[config.mk]
export PLATFORM = sky130hd
export DESIGN_NAME = key_conditioner_flat
export DESIGN_NICKNAME = d
export VERILOG_FILES = /design/src/rtl/key_conditioner_if.sv /design/src/rtl/key_conditioner.sv /design/src/flat_wrapper.sv
export SDC_FILE = /design/constraint.sdc
export NUM_CORES = 1
export LEC_CHECK = 0
export CAP_MARGIN = 5
export CORE_MARGIN = 3
export CORE_UTILIZATION = 40
export CTS_BUF_LIST = sky130_fd_sc_hd__clkbuf_8
export CTS_CLUSTER_DIAMETER = 30
export CTS_CLUSTER_SIZE = 20
export DETAILED_ROUTE_END_ITERATION = 6
export SETUP_SLACK_MARGIN = 0.5
export SYNTH_ARGS = -nofsm -noshare
export SYNTH_HDL_FRONTEND = slang
export SYNTH_SLANG_ARGS = --single-unit
[constraint.sdc]
create_clock -name clk -period 4.6 [get_ports clk]
set_input_delay 1.38 -clock clk [delete_from_list [all_inputs] [get_ports clk]]
set_output_delay 1.38 -clock clk [all_outputs]
set_load 0.005 [all_outputs]
[src/rtl/key_conditioner_if.sv]
// Switch-conditioning bundle: raw board inputs in, debounced levels, pulses,
// decoded note and the shared 1 ms tick out.
interface key_conditioner_if #(
  parameter int NOTE_KEY_BITS = 7,
  parameter int BTN_BITS      = 4
);
  logic [NOTE_KEY_BITS-1:0] note_raw;
  logic [BTN_BITS-1:0]      btn_raw;

  logic [NOTE_KEY_BITS-1:0] note_key;
  logic [2:0]               note_code;
  logic                     note_valid;
  logic                     multi_key;
  logic [BTN_BITS-1:0]      btn_level;
  logic [BTN_BITS-1:0]      btn_pulse;
  logic                     ms_tick;

  // master = the conditioner; slave = board side driving raw inputs and
  // the downstream controller consuming the clean outputs.
  modport master (
    input  note_raw, btn_raw,
    output note_key, note_code, note_valid, multi_key,
           btn_level, btn_pulse, ms_tick
  );

  modport slave (
    output note_raw, btn_raw,
    input  note_key, note_code, note_valid, multi_key,
           btn_level, btn_pulse, ms_tick
  );
endinterface

[src/rtl/key_conditioner.sv]
// Synchronises and debounces note keys and buttons, decodes a one-hot note,
// produces button edge pulses and a free-running 1 ms tick.
module key_conditioner #(
  parameter int NOTE_KEY_BITS  = 7,
  parameter int BTN_BITS       = 4,
  parameter int TICK_CYCLES    = 100000,
  parameter int DEBOUNCE_TICKS = 20,
  parameter int CNT_BITS       = 5
) (
  input  logic               clk,
  input  logic               rst_n,
  key_conditioner_if.master  kc
);

  localparam int IN_BITS = NOTE_KEY_BITS + BTN_BITS;
  localparam int TICK_W  = (TICK_CYCLES > 1) ? $clog2(TICK_CYCLES) : 1;
  localparam int POP_W   = $clog2(NOTE_KEY_BITS + 1);

  localparam logic [TICK_W-1:0]   TICK_LAST = TICK_W'(TICK_CYCLES - 1);
  localparam logic [CNT_BITS-1:0] DB_LAST   = CNT_BITS'(DEBOUNCE_TICKS - 1);

  logic [IN_BITS-1:0]  raw_all;
  logic [IN_BITS-1:0]  sync1;
  logic [IN_BITS-1:0]  sync2;
  logic [IN_BITS-1:0]  stable;
  logic [CNT_BITS-1:0] db_cnt [IN_BITS];

  logic [TICK_W-1:0]   tick_cnt;
  logic                tick;

  logic [NOTE_KEY_BITS-1:0] stable_note;
  logic [BTN_BITS-1:0]      stable_btn;

  logic [POP_W-1:0] note_ones;
  logic [2:0]       note_idx_code;
  logic             note_single;
  logic             note_multi;

  logic [NOTE_KEY_BITS-1:0] note_key_q;
  logic [2:0]               note_code_q;
  logic                     note_valid_q;
  logic                     multi_key_q;
  logic [BTN_BITS-1:0]      btn_level_q;
  logic [BTN_BITS-1:0]      btn_pulse_q;

  assign raw_all     = {kc.btn_raw, kc.note_raw};
  assign stable_note = stable[NOTE_KEY_BITS-1:0];
  assign stable_btn  = stable[IN_BITS-1:NOTE_KEY_BITS];

  // Two-flop synchroniser; sync2 is the only stage the logic may look at.
  always_ff @(posedge clk) begin
    if (!rst_n) begin
      sync1 <= '0;
      sync2 <= '0;
    end else begin
      sync1 <= raw_all;
      sync2 <= sync1;
    end
  end

  // Free-running millisecond tick, phase-aligned to reset release.
  assign tick = (tick_cnt == TICK_LAST);

  always_ff @(posedge clk) begin
    if (!rst_n) begin
      tick_cnt <= '0;
    end else if (tick) begin
      tick_cnt <= '0;
    end else begin
      tick_cnt <= tick_cnt + 1'b1;
    end
  end

  // A mismatch must survive DEBOUNCE_TICKS ticks; any return to the stable
  // value throws the partial count away.
  always_ff @(posedge clk) begin
    if (!rst_n) begin
      stable <= '0;
      // NOTE: db_cnt is a small flop array, not a RAM, so clearing every entry
      // in reset is cheap and keeps an abandoned count from leaking through.
      for (int i = 0; i < IN_BITS; i++) begin
        db_cnt[i] <= '0;
      end
    end else begin
      for (int i = 0; i < IN_BITS; i++) begin
        if (sync2[i] == stable[i]) begin
          db_cnt[i] <= '0;
        end else if (tick) begin
          if (db_cnt[i] == DB_LAST) begin
            stable[i] <= sync2[i];
            db_cnt[i] <= '0;
          end else begin
            db_cnt[i] <= db_cnt[i] + 1'b1;
          end
        end
      end
    end
  end

  // NOTE: blocking assignments in always_comb build combinational temporaries,
  // and every output is given a default first so no latch can be inferred.
  always_comb begin
    note_ones     = '0;
    note_idx_code = '0;
    for (int i = 0; i < NOTE_KEY_BITS; i++) begin
      if (stable_note[i]) begin
        note_ones     = note_ones + 1'b1;
        note_idx_code = 3'(i + 1);
      end
    end
    note_single = (note_ones == POP_W'(1));
    note_multi  = (note_ones >  POP_W'(1));
  end

  // Output stage; btn_level_q doubles as the previous stable button value,
  // so a pulse and its level rise land on the same cycle.
  always_ff @(posedge clk) begin
    if (!rst_n) begin
      note_key_q   <= '0;
      note_code_q  <= '0;
      note_valid_q <= 1'b0;
      multi_key_q  <= 1'b0;
      btn_level_q  <= '0;
      btn_pulse_q  <= '0;
    end else begin
      note_key_q   <= note_single ? stable_note : '0;
      note_code_q  <= note_single ? note_idx_code : 3'd0;
      note_valid_q <= note_single;
      multi_key_q  <= note_multi;
      btn_level_q  <= stable_btn;
      btn_pulse_q  <= stable_btn & ~btn_level_q;
    end
  end

  assign kc.note_key   = note_key_q;
  assign kc.note_code  = note_code_q;
  assign kc.note_valid = note_valid_q;
  assign kc.multi_key  = multi_key_q;
  assign kc.btn_level  = btn_level_q;
  assign kc.btn_pulse  = btn_pulse_q;
  assign kc.ms_tick    = tick;

endmodule

[src/flat_wrapper.sv]
// flat-port wrapper written by rule: the top's interface ports become plain ports
module key_conditioner_flat 
#(
  parameter int NOTE_KEY_BITS  = 7,
  parameter int BTN_BITS       = 4,
  parameter int TICK_CYCLES    = 100000,
  parameter int DEBOUNCE_TICKS = 20,
  parameter int CNT_BITS       = 5
)
  (clk, rst_n, kc_note_raw, kc_btn_raw, kc_note_key, kc_note_code, kc_note_valid, kc_multi_key, kc_btn_level, kc_btn_pulse, kc_ms_tick);
  key_conditioner_if #(.NOTE_KEY_BITS(NOTE_KEY_BITS), .BTN_BITS(BTN_BITS)) kc_i ();
  input  logic clk;
  input  logic rst_n;
  input wire logic [$bits(kc_i.note_raw)-1:0] kc_note_raw;
  input wire logic [$bits(kc_i.btn_raw)-1:0] kc_btn_raw;
  output wire logic [$bits(kc_i.note_key)-1:0] kc_note_key;
  output wire logic [$bits(kc_i.note_code)-1:0] kc_note_code;
  output wire logic [$bits(kc_i.note_valid)-1:0] kc_note_valid;
  output wire logic [$bits(kc_i.multi_key)-1:0] kc_multi_key;
  output wire logic [$bits(kc_i.btn_level)-1:0] kc_btn_level;
  output wire logic [$bits(kc_i.btn_pulse)-1:0] kc_btn_pulse;
  output wire logic [$bits(kc_i.ms_tick)-1:0] kc_ms_tick;
  assign kc_i.note_raw = kc_note_raw;
  assign kc_i.btn_raw = kc_btn_raw;
  assign kc_note_key = kc_i.note_key;
  assign kc_note_code = kc_i.note_code;
  assign kc_note_valid = kc_i.note_valid;
  assign kc_multi_key = kc_i.multi_key;
  assign kc_btn_level = kc_i.btn_level;
  assign kc_btn_pulse = kc_i.btn_pulse;
  assign kc_ms_tick = kc_i.ms_tick;
  key_conditioner #(.NOTE_KEY_BITS(NOTE_KEY_BITS), .BTN_BITS(BTN_BITS), .TICK_CYCLES(TICK_CYCLES), .DEBOUNCE_TICKS(DEBOUNCE_TICKS), .CNT_BITS(CNT_BITS)) u_core (.clk(clk), .rst_n(rst_n), .kc(kc_i));
endmodule
==> flow_metrics.env, run 1 <==
export IMPL_worst_hold_path_type="register to register"
export IMPL_hold_slack_ns=0.409
export IMPL_arrival_ns=4.22
export IMPL_io_buffers=33
export IMPL_die_area_sq_um=15500
export IMPL_htree_levels=4
export IMPL_rsz0062_at_grt="yes"
export IMPL_tightest_slew_ns=1.04
export IMPL_n_antenna_cell=0
export IMPL_path_class="register to register"
export IMPL_drt_total_wl_mm=9.74
export IMPL_fmax_mhz=259
export IMPL_floorplan_initialDensity_pct=41.6
export IMPL_final_nets=628
export IMPL_rows=42
export IMPL_drt_iter0_drc=181
export IMPL_grt_max_degree=31
export IMPL_vias=3752
export IMPL_synth_avg_cell_area_sq_um=10.1
export IMPL_postSynthCellCount=555
export IMPL_crit_path_max_fanout=12
export IMPL_finalWorstSetupSlack_ns=0.746
export IMPL_fp_dieW_um=125
export IMPL_setup_viol=0
export IMPL_slowest_stage="or4_1"
export IMPL_dp_slack_ns=0.411
export IMPL_run_status="finished clean"
export IMPL_placed_cells=752
export IMPL_cts_tree="yes"
export IMPL_layout_cells_non_filler=784
export IMPL_period_minus_slack_ns=3.85
export IMPL_syn_to_final_growth_pct=15.6
export IMPL_fin_tns_setup_ns=0
export IMPL_powerDensity_nw_per_um2=317
export IMPL_drc=0
export IMPL_clkLatencyLatePin_ns=0.43
export IMPL_cp_end_kind="register"
export IMPL_cts_root_buf="clkbuf_8"
export IMPL_grt_pass1_wl_mm=17.1
export IMPL_r2r_start="u_core.stable[1]"
export IMPL_slowest_delay_ns=0.51
export IMPL_yosys_warnings=0
export IMPL_core_area_sq_um=13500
export IMPL_slew_violations=0
export IMPL_synth_cell_type_count=47
export IMPL_fin_crit_sh_pct=83.8
export IMPL_syn_area_sq_um=5620
export IMPL_leakagePower_nw=2.43
export IMPL_cts_buffers=17
export IMPL_vias_per_cell=4.79
export IMPL_crit_path_cell_trace="inv_1, ha_4, xnor2_1, inv_1, ha_1, and2_1, or4_1, a31oi_1, a211oi_1, a21oi_1, ha_1, nand2_1, xor2_1, xnor2_1, a211o_1, o211ai_4, and2_1"
export IMPL_hold_viol_final=0
export IMPL_final_layout_size_suffix_gt1_share_pct=8.22
export IMPL_clock_path_buffers=2
export IMPL_hp_start="u_core.kc.btn_level[3]"
export IMPL_grt_pass1_vias=3705
export IMPL_cts_sinks=125
export IMPL_slew_headroom_pct=30.3
export IMPL_crit_start="u_core.stable[1]"
export IMPL_drv_cap=0
export IMPL_drt_first_pass_iters=6
export IMPL_grt_use_total_pct=13.5
export IMPL_cts_clk_slew_worst_paths_ns=0.07
export IMPL_seq_area_frac_synth_pct=54.3
export IMPL_drtAntennaViolNets=0
export IMPL_routabilityCongestion=0.801
export IMPL_antenna_found_initial=0
export IMPL_ios=34
export IMPL_die_height_um=125
export IMPL_cts_hold_buffers=0
export IMPL_synth_seq_cells=125
export IMPL_startpoint_type="register"
export IMPL_hpwl_mm=6.81
export IMPL_gr_total_overflow=0
export IMPL_wl_per_cell_um=12.4
export IMPL_peakVddDrop_mv=0.225
export IMPL_syn_num_nets=588
export IMPL_cp_required_ns=4.97
export IMPL_fin_skew_ns=0.00698
==> state kept, by name, indices dropped and copies added, names as in the netlist <==
signal	cells
u_core.tick_cnt	17
u_core.sync1	11
u_core.db_cnt	55
u_core.kc.btn_level	4
u_core.kc.multi_key	1
u_core.kc.note_key	7
u_core.sync2	11
u_core.stable	11
u_core.kc.btn_pulse	4
u_core.kc.note_valid	1
u_core.kc.note_code	3
==> timing repair <==
action / in CTS / in global routing
pin swaps: 0 / 1
setup buffers: 0 / 0
hold endpoints to repair: 0 / 0
resized for setup: 1 / 5
cloned: 0 / 0
endpoints found under the setup margin: 11 / 12
==> cell usage after synthesis, drive strengths merged <==
library cell  instances  area, sq um
nor4                  2         18.8
edfxtp               55         1650
buf                   3         23.8
nand4b                1         8.76
a31oi                 1         6.26
inv                  26         97.6
nand3                48          240
a211oi                4         40.0
and3                  3         18.8
and2                 29          181
nor2                100          375
nand4                 2         12.5
a21o                  1         7.51
nand2                34          128
xnor3                 1         22.5
o211ai                3         32.5
a2111oi               1         8.76
xor2                 40          350
nor2b                 5         31.3
xnor2                24          210
clkbuf               14         52.6
a211o                 3         26.3
a21oi                18         90.1
and4                  1         8.76
dfxtp                70         1400
or3                   4         25.0
o21ai                17         85.1
or4                   1         7.51
nand2b                1         6.26
nor3                 12         95.1
a2111o                1         11.3
mux2i                 2         20.0
o2bb2ai               1         8.76
mux2                  1         11.3
clkinv                1         3.75
ha                   20          250
or4bb                 3         33.8
a311o                 1         10.0
o22ai                 1         6.26
==> through the flow <==
| step | util, % | total power, mW | area [sq um] |
|---|---|---|---|
| 2_1_floorplan | - | 1.24 | 5620 |
| 3_3_place_gp | 45.4 | 1.27 | 6130 |
| 3_5_place_dp | 45.4 | 1.27 | 6130 |
| 4_1_cts | 48.0 | 2.10 | 6480 |
| 5_1_grt | 48.1 | 2.15 | 6500 |
| 6_report | 48.1 | 2.06 | 6500 |
==> logic make-up (layout without fill, tap and decap cells) <==
kind of cell | count (synthesis) | after routing | synth area share [%]
AO/OA/AOI/OAI | 52 | 52 | 5.92
XOR/XNOR | 65 | 65 | 10.4
adder cells (fa/ha/maj) | 20 | 20 | 4.45
buffers and inverters | 44 | 97 | 3.16
flip-flops | 125 | 125 | 54.3
multiplexers | 3 | 3 | 0.557
AND/OR/NAND/NOR | 246 | 246 | 21.2
==> worst paths after layout <==
check | to | slack (ns) | depth (start not counted)
hold reg to reg | u_core.kc.btn_pulse[3] | 0.41 | 1
setup reg to reg | u_core.kc.multi_key | 0.75 | 17
hold / removal | u_core.kc.btn_pulse[3] | 0.41 | 1
setup / recovery | u_core.kc.multi_key | 0.75 | 17
==> power breakdown <==
group	leakage [nW]	internal (mW)	switching (mW)	total, mW
Sequential	1.23	1.18	0.0152	1.19
Combinational	0.994	0.0257	0.0261	0.0517
Clock	0.202	0.423	0.394	0.817
Total	2.43	1.62	0.436	2.06
==> cells in the final DEF (no fill, tap or decap), types with 7 or more instances in the layout <==
cell type,count
xor2_1,40
ha_1,19
dfxtp_1,68
inv_1,30
nor3_2,7
and2_1,29
clkinv_2,7
nand3_1,48
o21ai_0,16
clkdlybuf4s50_1,33
clkbuf_8,18
nor2_1,100
nand2_1,34
xnor2_1,24
edfxtp_1,55
a21oi_1,18
==> worst max-delay path: cells and delay by family, from the launching register on <==
kind | cells | cell delay (ns)
fa+ha+maj | 3 | 0.80
compound gates | 5 | 1.02
buf+inv | 2 | 0.19
xor+xnor | 3 | 0.45
flops | 1 | 0.38
simple gates | 4 | 0.94
==> per-layer routing <==
layer	global-route usage (%)	vias to the layer above	routed length, um
li1	-	1958	-
met1	16.6	1732	4650
met2	21.7	49	4580
met3	4.46	13	323
met4	6.25	0	182
met5	0	-	0
==> final cells by class <==
| type | instances | area (sq um) |
|---|---|---|
| fillers | 1256 | 7010 |
| flip-flops and latches | 125 | 3060 |
| multi-input cells | 386 | 2410 |
| repair buffers | 38 | 368 |
| clock buffers | 18 | 248 |
| well taps | 176 | 220 |
| inverters | 27 | 101 |
| clock inverters | 14 | 90.1 |
Note: power is estimated with default switching activity, not from simulation.
==> inputs of run 2 (changes only) <==
==> constraint.sdc (replaced) <==
create_clock -name clk -period 3.5 [get_ports clk]
set_input_delay 1.05 -clock clk [delete_from_list [all_inputs] [get_ports clk]]
set_output_delay 1.05 -clock clk [all_outputs]
set_load 0.005 [all_outputs]
==> run 2 against run 1 <==
Net effect: the run now ends with negative setup slack left; sequential power increased by 31%; critical path type unchanged; register-to-register slack lost 0.84 ns; combinational power rose by 35%; core utilization is 2.5 points higher; worst hold slack worse by 0.00078 ns; clock power up 74%; design area increased by 5.2%; cell count increased by 1.8%.
==> flow_metrics.env, run 2 (synthesis gave the netlist of run 1 again) <==
export IMPL_run_status="finished, violations left"
export IMPL_failed_checks="negative setup slack"
export IMPL_slowest_delay_ns=0.51
export IMPL_cp_required_ns=3.82
export IMPL_drc=0
export IMPL_slowest_stage="or4_4"
export IMPL_drt_total_wl_mm=10.5
export IMPL_largest_register="u_core.db_cnt"
export IMPL_layout_common_cells="100 x nor2_1, 65 x dfxtp_1, 55 x edfxtp_1, 48 x nand3_1, 39 x xor2_1"
export IMPL_period_minus_slack_ns=3.59
export IMPL_arrival_ns=3.91
export IMPL_grt_max_degree=31
export IMPL_cts_tree="yes"
export IMPL_fp_dieW_um=125
export IMPL_fin_crit_sh_pct=103
export IMPL_syn_to_final_growth_pct=21.6
export IMPL_die_height_um=125
export IMPL_clkLatencyLatePin_ns=0.44
export IMPL_io_buffers=33
export IMPL_largest_register_ffs=55
export IMPL_setup_viol=11
export IMPL_hold_viol_final=0
export IMPL_met3_length_um=412
export IMPL_crit_path_max_fanout=6
export IMPL_clock_path_buffers=2
export IMPL_worst_hold_path_type="register to register"
export IMPL_cts_root_buf="clkbuf_8"
export IMPL_final_nets=642
export IMPL_path_class="register to register"
export IMPL_fin_skew_ns=0.0112
export IMPL_wl_per_cell_um=13.2
export IMPL_fill_cells=1223
export IMPL_top_layer_used="met4"
export IMPL_drt_iter0_drc=167
export IMPL_grt_use_total_pct=13.9
export IMPL_grt_pass1_vias=3902
export IMPL_core_area_sq_um=13500
export IMPL_biggestRegsByFlops="u_core.db_cnt: 55 flops, u_core.tick_cnt: 17 flops"
export IMPL_powerDensity_nw_per_um2=446
export IMPL_n_antenna_cell=0
export IMPL_crit_family="simple AND/OR/NAND/NOR gates"
export IMPL_drv_cap=0
export IMPL_ios=34
export IMPL_worst_path_buf_inv=4
export IMPL_antenna_found_initial=0
export IMPL_cts_hold_buffers=0
export IMPL_gr_total_overflow=0
export IMPL_grt_pass1_wl_mm=17.6
export IMPL_drtAntennaViolNets=0
export IMPL_drt_first_pass_iters=4
export IMPL_die_area_sq_um=15500
export IMPL_cts_buffers=17
export IMPL_rows=42
export IMPL_final_layout_size_suffix_gt1_share_pct=14.3
export IMPL_vias=3904
export IMPL_leakagePower_nw=2.55
export IMPL_final_common_cell="nor2_1"
export IMPL_routabilityCongestion=0.841
export IMPL_finalWorstSetupSlack_ns=-0.0893
export IMPL_vias_per_cell=4.89
export IMPL_fmax_mhz=279
export IMPL_rsz0062_at_grt="yes"
export IMPL_htree_levels=4
export IMPL_cts_clk_slew_worst_paths_ns=0.07
export IMPL_peakVddDrop_mv=0.295
export IMPL_total_power_mw=3.05
export IMPL_wl_met1_mm=4.79
export IMPL_floorplan_initialDensity_pct=41.6
export IMPL_slew_headroom_pct=30.3
export IMPL_utilization_pct=50.6
export IMPL_tightest_slew_ns=1.04
export IMPL_cts_sinks=125
export IMPL_cp_end_kind="register"
export IMPL_crit_path_cell_trace="inv_4, ha_4, xnor2_2, inv_2, ha_4, and2_4, or4_4, a31oi_4, a211oi_2, a21oi_2, ha_2, nand2_2, xor2_2, xnor2_2, buf_4, o211ai_4, buf_4, o211ai_4, and2_1"
export IMPL_wl_met2_mm=5.15
export IMPL_slew_violations=0
export IMPL_hpwl_mm=7.28
export IMPL_startpoint_type="register"
==> run 2: changes by cell type in the layout (fill, tap and decap cells not counted), sizes merged <==
cell | before | now
buf | 5 | 18
bufinv | 1 | 5
clkdlybuf4s50 | 33 | 32
dlygate4sd2 | 0 | 1
inv | 32 | 28
o211ai | 3 | 4
==> run 2: worst register-to-register path: stages (launching register included) <==
cell and delay [ns]:
dfxtp_4 0.37, inv_4 0.05, ha_4 0.28, xnor2_2 0.10
inv_2 0.06, ha_4 0.22, and2_4 0.15, or4_4 0.51
a31oi_4 0.24, a211oi_2 0.07, a21oi_2 0.14, ha_2 0.19
nand2_2 0.06, xor2_2 0.17, xnor2_2 0.15, buf_4 0.15
o211ai_4 0.07, buf_4 0.15, o211ai_4 0.12, and2_1 0.21
==> run 2: path summary, 6_finish.rpt <==
kind	to	depth (start not counted)	startpoint	slack, ns
max	u_core.kc.multi_key	19	u_core.stable[1]	-0.09
min	u_core.kc.btn_pulse[0]	1	u_core.kc.btn_level[0]	0.41
max reg2reg	u_core.kc.multi_key	19	u_core.stable[1]	-0.09
min reg2reg	u_core.kc.btn_pulse[0]	1	u_core.kc.btn_level[0]	0.41
==> run 2: routing by layer <==
layer,GRT usage (%),up-vias
met5,0,-
met2,23.0,70
met3,4.29,17
li1,-,1989
met1,16.6,1828
met4,6.00,0
==> run 2: power breakdown <==
| group | total [mW] | switching, mW | internal, mW |
|---|---|---|---|
| registers | 1.56 | 0.0201 | 1.54 |
| clock network | 1.42 | 0.558 | 0.857 |
| logic | 0.0698 | 0.0353 | 0.0345 |
==> run 2: metrics by stage <==
step                      instance area, sq um  hold WS, ns  setup slack, ns  cells  setup TNS, ns
after floorplan                           5680        0.412           0.0986    555              0
after global placement                    6210        0.398          -0.0773    755         -0.426
after detailed placement                  6210        0.402           -0.234    755          -2.22
after CTS                                 6780        0.412           -0.100    796         -0.271
after global routing                      6830        0.421           -0.206    798          -2.12
final                                     6830        0.409          -0.0893    798         -0.601
==> run 2: final cells by class <==
class,instances,area [sq um],area share [%]
Clock buffer,18,248,3.63
Clock inverter,14,199,2.91
Inverter,27,106,1.56
Multi-Input combinational cell,387,2530,37.0
Sequential cell,125,3060,44.8
Tap cell,176,220,3.22
Timing Repair Buffer,51,468,6.85
==> run 2: timing repair <==
item                                    4_1_cts  5_1_grt
gates resized for setup                      14        8
cloned                                        1        0
pin swaps                                    15       15
endpoints found under the setup margin       13       13
buffers inserted                              8        2
